<file path="src/rtl/trig_arbiter.sv">
`default_nettype none
// =====================================================================
// trig_arbiter : round-robin access to one shared 45-entry sin/cos LUT
// Optional macro TRIG_ARBITER_SIGN_EN adds quadrant signs.   Rev 1.0
// =====================================================================
module trig_arbiter #(
  parameter int N_REQ = 4,
  parameter int OUT_W = 8
) (
  input  logic                 Clk,
  input  logic                 Reset,
  input  logic [N_REQ-1:0]     req_valid,
  input  logic [6*N_REQ-1:0]   req_angle,
  output logic [N_REQ-1:0]     req_ready,
  output logic [N_REQ-1:0]     resp_valid,
  output logic [2:0]           resp_id,
  output logic [OUT_W-1:0]     resp_sin,
  output logic [OUT_W-1:0]     resp_cos,
  output logic                 busy
);

  localparam int              PTR_W = (N_REQ > 1) ? $clog2(N_REQ) : 1;
  localparam logic [PTR_W:0]  C_N   = (PTR_W+1)'(N_REQ);

  typedef enum logic [1:0] {
    ST_IDLE = 2'd0,
    ST_LOOK = 2'd1,
    ST_RESP = 2'd2
  } state_t;

  state_t           state_q, state_d;
  logic [PTR_W-1:0] rr_ptr_q, rr_ptr_d;
  logic [5:0]       angle_q, angle_d;
  logic [2:0]       id_q, id_d;
  logic [2:0]       resp_id_q, resp_id_d;
  logic [OUT_W-1:0] sin_q, sin_d;
  logic [OUT_W-1:0] cos_q, cos_d;

  logic             w_found;
  logic [PTR_W-1:0] w_gnt_idx;
  logic [PTR_W-1:0] w_next_ptr;
  logic [PTR_W:0]   w_cand;
  logic [PTR_W:0]   w_inc;
  logic [5:0]       w_gnt_angle;
  logic [N_REQ-1:0] w_gnt_onehot;
  logic             w_accept;
  logic [5:0]       w_norm;
  logic [4:0]       w_sin_mag;
  logic [4:0]       w_cos_mag;
  logic [OUT_W-1:0] w_sin_val;
  logic [OUT_W-1:0] w_cos_val;

  // First valid requester at or after rr_ptr, wrapping at N_REQ
  always_comb begin
    w_found     = 1'b0;
    w_gnt_idx   = '0;
    w_cand      = '0;
    w_gnt_angle = '0;
    for (int k = 0; k < N_REQ; k++) begin
      w_cand = {1'b0, rr_ptr_q} + (PTR_W+1)'(k);
      if (w_cand >= C_N) begin
        w_cand = w_cand - C_N;
      end
      if (!w_found && req_valid[w_cand[PTR_W-1:0]]) begin
        w_found   = 1'b1;
        w_gnt_idx = w_cand[PTR_W-1:0];
      end
    end
    for (int k = 0; k < N_REQ; k++) begin
      if (w_gnt_idx == PTR_W'(k)) begin
        w_gnt_angle = req_angle[6*k +: 6];
      end
    end
  end

  always_comb begin
    w_inc      = {1'b0, w_gnt_idx} + {{PTR_W{1'b0}}, 1'b1};
    w_next_ptr = (w_inc == C_N) ? '0 : w_inc[PTR_W-1:0];
  end

  assign w_gnt_onehot = {{(N_REQ-1){1'b0}}, 1'b1} << w_gnt_idx;
  assign req_ready    = (state_q == ST_IDLE && w_found) ? w_gnt_onehot : '0;
  assign w_accept     = |(req_valid & req_ready);

  assign w_norm = (angle_q >= 6'd45) ? (angle_q - 6'd45) : angle_q;

  // Rounded |16*sin| and |16*cos| of (8 * index) degrees
  always_comb begin
    w_sin_mag = 5'd0;
    w_cos_mag = 5'd16;
    case (w_norm)
      6'd0:  begin w_sin_mag = 5'd0;  w_cos_mag = 5'd16; end
      6'd1:  begin w_sin_mag = 5'd2;  w_cos_mag = 5'd16; end
      6'd2:  begin w_sin_mag = 5'd4;  w_cos_mag = 5'd15; end
      6'd3:  begin w_sin_mag = 5'd7;  w_cos_mag = 5'd15; end
      6'd4:  begin w_sin_mag = 5'd8;  w_cos_mag = 5'd14; end
      6'd5:  begin w_sin_mag = 5'd10; w_cos_mag = 5'd12; end
      6'd6:  begin w_sin_mag = 5'd12; w_cos_mag = 5'd11; end
      6'd7:  begin w_sin_mag = 5'd13; w_cos_mag = 5'd9;  end
      6'd8:  begin w_sin_mag = 5'd14; w_cos_mag = 5'd7;  end
      6'd9:  begin w_sin_mag = 5'd15; w_cos_mag = 5'd5;  end
      6'd10: begin w_sin_mag = 5'd16; w_cos_mag = 5'd3;  end
      6'd11: begin w_sin_mag = 5'd16; w_cos_mag = 5'd1;  end
      6'd12: begin w_sin_mag = 5'd16; w_cos_mag = 5'd2;  end
      6'd13: begin w_sin_mag = 5'd16; w_cos_mag = 5'd4;  end
      6'd14: begin w_sin_mag = 5'd15; w_cos_mag = 5'd6;  end
      6'd15: begin w_sin_mag = 5'd14; w_cos_mag = 5'd8;  end
      6'd16: begin w_sin_mag = 5'd13; w_cos_mag = 5'd10; end
      6'd17: begin w_sin_mag = 5'd11; w_cos_mag = 5'd12; end
      6'd18: begin w_sin_mag = 5'd9;  w_cos_mag = 5'd13; end
      6'd19: begin w_sin_mag = 5'd8;  w_cos_mag = 5'd14; end
      6'd20: begin w_sin_mag = 5'd5;  w_cos_mag = 5'd15; end
      6'd21: begin w_sin_mag = 5'd3;  w_cos_mag = 5'd16; end
      6'd22: begin w_sin_mag = 5'd1;  w_cos_mag = 5'd16; end
      6'd23: begin w_sin_mag = 5'd1;  w_cos_mag = 5'd16; end
      6'd24: begin w_sin_mag = 5'd3;  w_cos_mag = 5'd16; end
      6'd25: begin w_sin_mag = 5'd5;  w_cos_mag = 5'd15; end
      6'd26: begin w_sin_mag = 5'd8;  w_cos_mag = 5'd14; end
      6'd27: begin w_sin_mag = 5'd9;  w_cos_mag = 5'd13; end
      6'd28: begin w_sin_mag = 5'd11; w_cos_mag = 5'd12; end
      6'd29: begin w_sin_mag = 5'd13; w_cos_mag = 5'd10; end
      6'd30: begin w_sin_mag = 5'd14; w_cos_mag = 5'd8;  end
      6'd31: begin w_sin_mag = 5'd15; w_cos_mag = 5'd6;  end
      6'd32: begin w_sin_mag = 5'd16; w_cos_mag = 5'd4;  end
      6'd33: begin w_sin_mag = 5'd16; w_cos_mag = 5'd2;  end
      6'd34: begin w_sin_mag = 5'd16; w_cos_mag = 5'd1;  end
      6'd35: begin w_sin_mag = 5'd16; w_cos_mag = 5'd3;  end
      6'd36: begin w_sin_mag = 5'd15; w_cos_mag = 5'd5;  end
      6'd37: begin w_sin_mag = 5'd14; w_cos_mag = 5'd7;  end
      6'd38: begin w_sin_mag = 5'd13; w_cos_mag = 5'd9;  end
      6'd39: begin w_sin_mag = 5'd12; w_cos_mag = 5'd11; end
      6'd40: begin w_sin_mag = 5'd10; w_cos_mag = 5'd12; end
      6'd41: begin w_sin_mag = 5'd8;  w_cos_mag = 5'd14; end
      6'd42: begin w_sin_mag = 5'd7;  w_cos_mag = 5'd15; end
      6'd43: begin w_sin_mag = 5'd4;  w_cos_mag = 5'd15; end
      6'd44: begin w_sin_mag = 5'd2;  w_cos_mag = 5'd16; end
      default: begin w_sin_mag = 5'd0; w_cos_mag = 5'd16; end
    endcase
  end

`ifdef TRIG_ARBITER_SIGN_EN
  logic w_sin_neg;
  logic w_cos_neg;

  // sin < 0 for 184..352 deg, cos < 0 for 96..264 deg
  always_comb begin
    w_sin_neg = (w_norm >= 6'd23);
    w_cos_neg = (w_norm >= 6'd12) && (w_norm <= 6'd33);
    w_sin_val = w_sin_neg ? (OUT_W'(0) - OUT_W'(w_sin_mag)) : OUT_W'(w_sin_mag);
    w_cos_val = w_cos_neg ? (OUT_W'(0) - OUT_W'(w_cos_mag)) : OUT_W'(w_cos_mag);
  end
`else
  always_comb begin
    w_sin_val = OUT_W'(w_sin_mag);
    w_cos_val = OUT_W'(w_cos_mag);
  end
`endif

  always_comb begin
    state_d   = state_q;
    rr_ptr_d  = rr_ptr_q;
    angle_d   = angle_q;
    id_d      = id_q;
    resp_id_d = resp_id_q;
    sin_d     = sin_q;
    cos_d     = cos_q;
    case (state_q)
      ST_IDLE: begin
        if (w_accept) begin
          state_d  = ST_LOOK;
          angle_d  = w_gnt_angle;
          id_d     = 3'(w_gnt_idx);
          rr_ptr_d = w_next_ptr;
        end
      end
      ST_LOOK: begin
        state_d   = ST_RESP;
        resp_id_d = id_q;
        sin_d     = w_sin_val;
        cos_d     = w_cos_val;
      end
      ST_RESP: begin
        state_d = ST_IDLE;
      end
      default: begin
        state_d = ST_IDLE;
      end
    endcase
  end

  always_ff @(posedge Clk) begin
    if (Reset) begin
      state_q   <= ST_IDLE;
      rr_ptr_q  <= '0;
      angle_q   <= '0;
      id_q      <= '0;
      resp_id_q <= '0;
      sin_q     <= '0;
      cos_q     <= '0;
    end else begin
      state_q   <= state_d;
      rr_ptr_q  <= rr_ptr_d;
      angle_q   <= angle_d;
      id_q      <= id_d;
      resp_id_q <= resp_id_d;
      sin_q     <= sin_d;
      cos_q     <= cos_d;
    end
  end

  assign resp_valid = (state_q == ST_RESP) ? ({{(N_REQ-1){1'b0}}, 1'b1} << resp_id_q) : '0;
  assign resp_id    = resp_id_q;
  assign resp_sin   = sin_q;
  assign resp_cos   = cos_q;
  assign busy       = (state_q != ST_IDLE);

endmodule
`default_nettype wire

</file>
<file path="config.mk">
export PLATFORM = sky130hd
export DESIGN_NAME = trig_arbiter
export DESIGN_NICKNAME = d
export VERILOG_FILES = /design/src/rtl/trig_arbiter.sv
export SDC_FILE = /design/constraint.sdc
export NUM_CORES = 1
export LEC_CHECK = 0
export CORE_ASPECT_RATIO = 1.2
export CORE_MARGIN = 2
export CORE_UTILIZATION = 40
export DETAILED_ROUTE_END_ITERATION = 8
export PLACE_DENSITY_LB_ADDON = 0.3
export SLEW_MARGIN = 0
export SYNTH_ARGS = -nofsm -noshare
export SYNTH_HDL_FRONTEND = slang
export SYNTH_SLANG_ARGS = --single-unit
</file>
<file path="constraint.sdc">
create_clock -name Clk -period 3.1 [get_ports Clk]
set_input_delay 0.31 -clock Clk [delete_from_list [all_inputs] [get_ports Clk]]
set_output_delay 0.31 -clock Clk [all_outputs]
set_load 0.01 [all_outputs]
</file>
# Word-level counts from Yosys, hierarchy flattened
# Memories as Yosys holds them, arrays and structs flattened. A register that Yosys moved wholly into a read port is not among the register bits.
# Cells that the tools add are included.
dict set report word_totals {
  ff_bits 14
  romBits 640
  ram_bits 0
  elab_cells 76
  latch_bits 0
  output_inout_bits 28
  inputBits 30
  mem_count 1
}
# name words width rd rd_ports_with_merged_regs write_ports line_no
set memory_table {}
lappend memory_table {{(name not given)} 64 10 1 1 0 91} ;# case (w_norm)
dict set report classes {
  multipliers 0
  mux 30
  n_addsub 9
  div 0
  eq_ne 7
  bitwise_logic 1
  shift 2
  reduce_logical 12
  n_lt_le_gt_ge 9
}
# operator count
set op_table {}
lappend op_table {{$mux W6} 5}
lappend op_table {{$mux W2} 10}
lappend op_table {{$lt A2 B3 Y1 const B} 4}
lappend op_table {{$ge A3 B3 Y1 const B} 3}
lappend op_table {{$bmux W1 S2} 4}
lappend op_table {{$mux W1} 8}
lappend op_table {{$mux W4} 2}
lappend op_table {{$shl A1 B2 Y4 const A} 2}
lappend op_table {{$sub A2 B1 Y2 const B} 4}
lappend op_table {{$add A2 B1 Y3 const B} 2}
lappend op_table {{$add A2 B2 Y3 const B} 2}
lappend op_table {{$eq A2 B2 Y1 const B} 3}
lappend op_table {{$ge A6 B6 Y1 const B} 1}
lappend op_table {{$sub A6 B6 Y6 const B} 1}
lappend op_table {{$and A4 B4 Y4} 1}
lappend op_table {{$eq A2 B1 Y1 const B} 2}
lappend op_table {{$logic_and A1 B1 Y1} 4}
lappend op_table {{$logic_not A2 Y1} 2}
lappend op_table {{$pmux W2 S2} 1}
lappend op_table {{$reduce_or A4 Y1} 1}
lappend op_table {{$eq A3 B3 Y1 const B} 1}
lappend op_table {{$ge A2 B3 Y1 const B} 1}
lappend op_table {{$logic_not A1 Y1} 3}
lappend op_table {{$ne A2 B2 Y1 const B} 1}
lappend op_table {{2 further kinds} 2}

# Depth between registers and ports, before layout
# Gate-level depths: netlist of the first run.
dict set report logic_depth {
  ltp_word 20
  mapped_depth 14
  mapped_depth_nobuf 13
}

# Worst setup path before layout of the first run
# Ideal clock, no wire load.
dict set report synth_path {
  path_type {register -> register}
  start {register angle_q[0]}
  end {register cos_q[1] (netlist: resp_cos[1])}
  arrival_time_ns 2.826
  synth_period_minus_slack_ns 2.947
  t_required_ns 2.978
  slack_ns 0.153
  stages_incl_launch_ff 13
  n_path_buf 1
  setup_time_ns 0.122
  path_cell_list {dfxtp_1 -> clkbuf_1 -> inv_1 -> ha_1 -> nor2b_1 -> o21ai_1 -> a211o_1 -> inv_1 -> ha_1 -> xor2_1 -> o211ai_1 -> a311oi_1 -> a221o_1}
}
dict set report synth_via {
  elab_chain_len 2
  word_cells_on_any_way 3
  cone_classes {1 x add/sub; 1 x order compare; 1 x mux}
}
# element line_no
set synth_rtl {}
lappend synth_rtl {{start, declared} 33} ;# logic [5:0] angle_q, angle_d;
lappend synth_rtl {{start signal, assigned} 203} ;# angle_q <= angle_d;
lappend synth_rtl {{$sub A6 B6 Y6 / $ge A6 B6 Y1 (equally long branches)} 85} ;# assign w_norm = (angle_q >= 6'd45) ? (angle_q - 6'd45) : angle_q;
lappend synth_rtl {{$mux W6 (*)} 85}
lappend synth_rtl {{end signal, assigned} 207} ;# cos_q <= cos_d;
lappend synth_rtl {{end, declared} 37} ;# logic [OUT_W-1:0] cos_q, cos_d;
# Mark *: on every way between the ends. The rest lies on a longest branch, timed or not.
# A chain may end at the register's enable or synchronous reset.

# Worst setup path after layout of the first run
dict set report layout_path {
  start {register angle_q[0]}
  end {register sin_q[0] (netlist: resp_sin[0])}
}
dict set report layout_via {
  elab_chain_len 2
  word_cells_on_any_way 3
  cone_classes {1 x add/sub; 1 x order compare; 1 x mux}
}
# element line_no
set layout_rtl {}
lappend layout_rtl {{$sub A6 B6 Y6 / $ge A6 B6 Y1 (equally long branches)} 85}
lappend layout_rtl {{$mux W6 (*)} 85}
lappend layout_rtl {{end signal, assigned} 206} ;# sin_q <= sin_d;
lappend layout_rtl {{end, declared} 36} ;# logic [OUT_W-1:0] sin_q, sin_d;
# Marks and branches as above.

==> results.ini, run 1 <==
[outcome]
status = complete, no violations

[synth]
ys_ff_latch = 24
synth-simple-area-share = 0.246
synthCells = 332
netlist_area_um2 = 2380
muxShareOfSynthArea = 0.0363
synth_compound_area_frac = 0.331
synth_top_family_by_area = compound AO/OA/AOI/OAI gates
ys_warn_count = 0
synthAdderAreaFrac = 0.0843
async_flop_share = 0
synthFlopType = dfxtp_1
synth-edff-count = 0
ys_types = 64
synthXorXnorAreaFrac = 0.00737
ys_seq_area_frac = 0.202
avgSynthCellArea_um2 = 7.16

[place]
io_buffers = 50
dp.cells = 457
gp_congestion = 0.897
dp_slack_ns = 0.0491
dpl.hpwl_um = 4990

[min_path]
min_from = resp_sin[3]
holdPathEnd = resp_sin[3]
hold_depth = 2
min_path_type = flip-flop to flip-flop

[clock_network]
cts_tree = yes
cts_buffer_depth = 2
clk_pin_slew_ns = 0.09
clk_latency_ns = 0.28
cts_buffers = 3
htreeDepth = 1
clock_sinks = 24
cts_root_buf = clkbuf_8
cts_hold_buf = 0

[global_routing]
overflow = 0
grtUsageTotal = 0.214
grt_start_max_net_pins = 23
first_global_vias = 2419
antenna_found_initial = 0
grt_first_pass_wirelength_um = 11200

[die]
rows = 30
io_pins = 58
die_h_um = 88.4
die_area_um2 = 6570
die_w_um = 74.4
coreArea_um2 = 5710
start_util = 0.416

[setup_path]
critPathLaunchType = flip-flop
required_ns = 3.27
worst_r2r_endpoint = resp_sin[0]
cp.arrival_ns = 2.99
end_kind = flip-flop
reg2reg_from = angle_q[0]
r2r_slack_ns = 0.27
crit_fanout = 6
path_class = flip-flop to flip-flop
reg2reg_depth = 12

[detailed_routing]
drtIter0Drc = 187
ant_nets = 0
wl_per_cell_um = 14.5
vias_per_cell = 5.66
routed-via-count = 2610
dr.pass1.iters = 5
wirelength_um = 6690
drc = 0

[job]
max-cap-violations = 0

[finish]
drive_above_1_share = 0.0919
final_nets = 428
utilization = 0.540
fin_cells = 461
diodes = 0
syn2layout_area_growth_pct = 29.6

[sta]
fin_crit_sh = 0.913
fin_skew_ns = 0.00185
rsz0062_at_grt = false
finalSetupViolations = 0
fmax_ghz = 0.353
maxSlewHeadroom = 0.581
slew_violations = 0
tns_ns = 0
hold_violations = 0
min_period_ns = 2.83
holdWs_ns = 0.461
setup_ws_ns = 0.271
tightestPinTransition_ns = 0.622

[power_and_ir_drop]
leakage_nw = 1.19
irDropWorstVdd_v = 0.000362
power_density_nw_per_um2 = 855

## layer usage
layer  global-route usage  wire length [um]  share of wire  vias up
met5                    0                 0              0        -
li1                     -                 -              -     1297
met1                0.251              2780           0.42     1186
met4               0.0909               174          0.026        0
met3               0.0467               421          0.063       21
met2                0.373              3310           0.50      106
## power by group
group / internal (mW) / total (mW) / leakage (nW) / switching (mW)
combinational: 0.781 / 1.89 / 0.956 / 1.11
sequential: 0.395 / 0.456 / 0.197 / 0.0611
clock: 0.173 / 0.287 / 0.0357 / 0.114
total: 1.35 / 2.63 / 1.19 / 1.28
## cell usage in the layout, fill, tap and decap left out, drive strengths merged, types with 2 or more instances in the layout
| cell type | n |
|---|---|
| clkdlybuf4s50 | 50 |
| a221oi | 2 |
| dfxtp | 24 |
| clkbuf | 3 |
| and3 | 3 |
| nor3 | 6 |
| a21oi | 29 |
| nor2b | 7 |
| nand3 | 6 |
| nand2 | 36 |
| o31ai | 4 |
| nor2 | 44 |
| o211ai | 15 |
| nor4 | 2 |
| buf | 21 |
| or2 | 2 |
| o21ai | 22 |
| a211oi | 2 |
| mux2i | 6 |
| inv | 10 |
| mux2 | 2 |
| ha | 16 |
| a311oi | 7 |
| o211a | 2 |
| and2 | 5 |
| o311ai | 2 |
| conb | 7 |
| o22ai | 3 |
| nand4b | 2 |
| a22oi | 7 |
| o221ai | 2 |
| a211o | 2 |
| nand4 | 2 |
| nand2b | 6 |
## cell usage after synthesis (4+ instances only)
master | instances | share of area
a21oi_1 | 29 | 0.061
a22oi_1 | 7 | 0.022
a311oi_1 | 6 | 0.022
and2_1 | 5 | 0.013
buf_2 | 8 | 0.017
buf_4 | 7 | 0.022
clkbuf_1 | 13 | 0.021
dfxtp_1 | 24 | 0.20
ha_1 | 16 | 0.084
inv_1 | 10 | 0.016
mux2i_1 | 6 | 0.025
nand2_1 | 36 | 0.057
nand2b_1 | 6 | 0.016
nand3_1 | 6 | 0.013
nor2_1 | 44 | 0.070
nor2b_1 | 7 | 0.018
nor3_1 | 5 | 0.011
o211ai_1 | 15 | 0.047
o21ai_0 | 17 | 0.036
o21ai_1 | 5 | 0.011
o31ai_1 | 4 | 0.013
## critical path, stage by stage (launching register included)
cell	delay, ns
dfxtp_1	0.34
inv_1	0.13
ha_1	0.29
nor2b_2	0.20
o21ai_2	0.20
nand2_1	0.18
xnor2_4	0.26
inv_1	0.16
ha_1	0.26
a21oi_1	0.18
o32ai_1	0.11
nor4_1	0.32
nor3_1	0.09
## worst max-delay path by stage
stage	to	from	slack, ns	cells after the start
after floorplan	resp_cos[1]	angle_q[0]	0.15	12
after global placement	resp_sin[0]	angle_q[0]	0.01	12
after detailed placement	resp_sin[0]	angle_q[0]	0.05	12
after CTS	resp_sin[0]	angle_q[0]	0.02	12
after global routing	resp_sin[0]	angle_q[0]	0.03	12
final	resp_sin[0]	angle_q[0]	0.27	12
## flip-flops by register name, summed over array words and instances (netlist names)
| register | cells |
|---|---|
| angle_q | 6 |
| id_q | 2 |
| resp_cos | 5 |
| resp_id | 2 |
| resp_sin | 5 |
| rr_ptr_q | 2 |
| state_q | 2 |
## cell type report
type | count | area (um2)
inverter | 10 | 37.5
sequential | 24 | 480
multi-input combinational | 272 | 1730
timing repair buffer | 71 | 658
fill | 561 | 2630
clock inverter | 1 | 30.0
tap | 80 | 100
clock buffer | 3 | 41.3
## cells by family (layout without fill, tap and decap cells)
group                    after synthesis  in the layout
flip-flops                            24             24
AO/OA/AOI/OAI                        114            114
adder cells (fa/ha/maj)               16             16
buffers and inverters                 42             85
XOR/XNOR                               2              2
multiplexers                           8              8
other                                  1              7
AND/OR/NAND/NOR                      125            125
## timing repair
action,CTS,global route
hold endpoints to repair,0,0
setup endpoints to repair,0,11
gates resized for setup,0,5
setup buffers,0,0
## stage by stage
stage          total power, mW  cell area [um2]
2_1_floorplan             1.77             2400
3_3_place_gp              2.27             2980
3_5_place_dp              2.29             2980
4_1_cts                   2.58             3050
5_1_grt                   2.86             3080
6_report                  2.63             3080
Note: power is estimated with default switching activity, not from simulation.
==> run 2, diff against run 1 <==
CTS_BUF_LIST = sky130_fd_sc_hd__clkbuf_4 sky130_fd_sc_hd__clkbuf_8   (was unset)
==> results of run 2 <==
Final layout, timing and power as in run 1 (identical DEF).
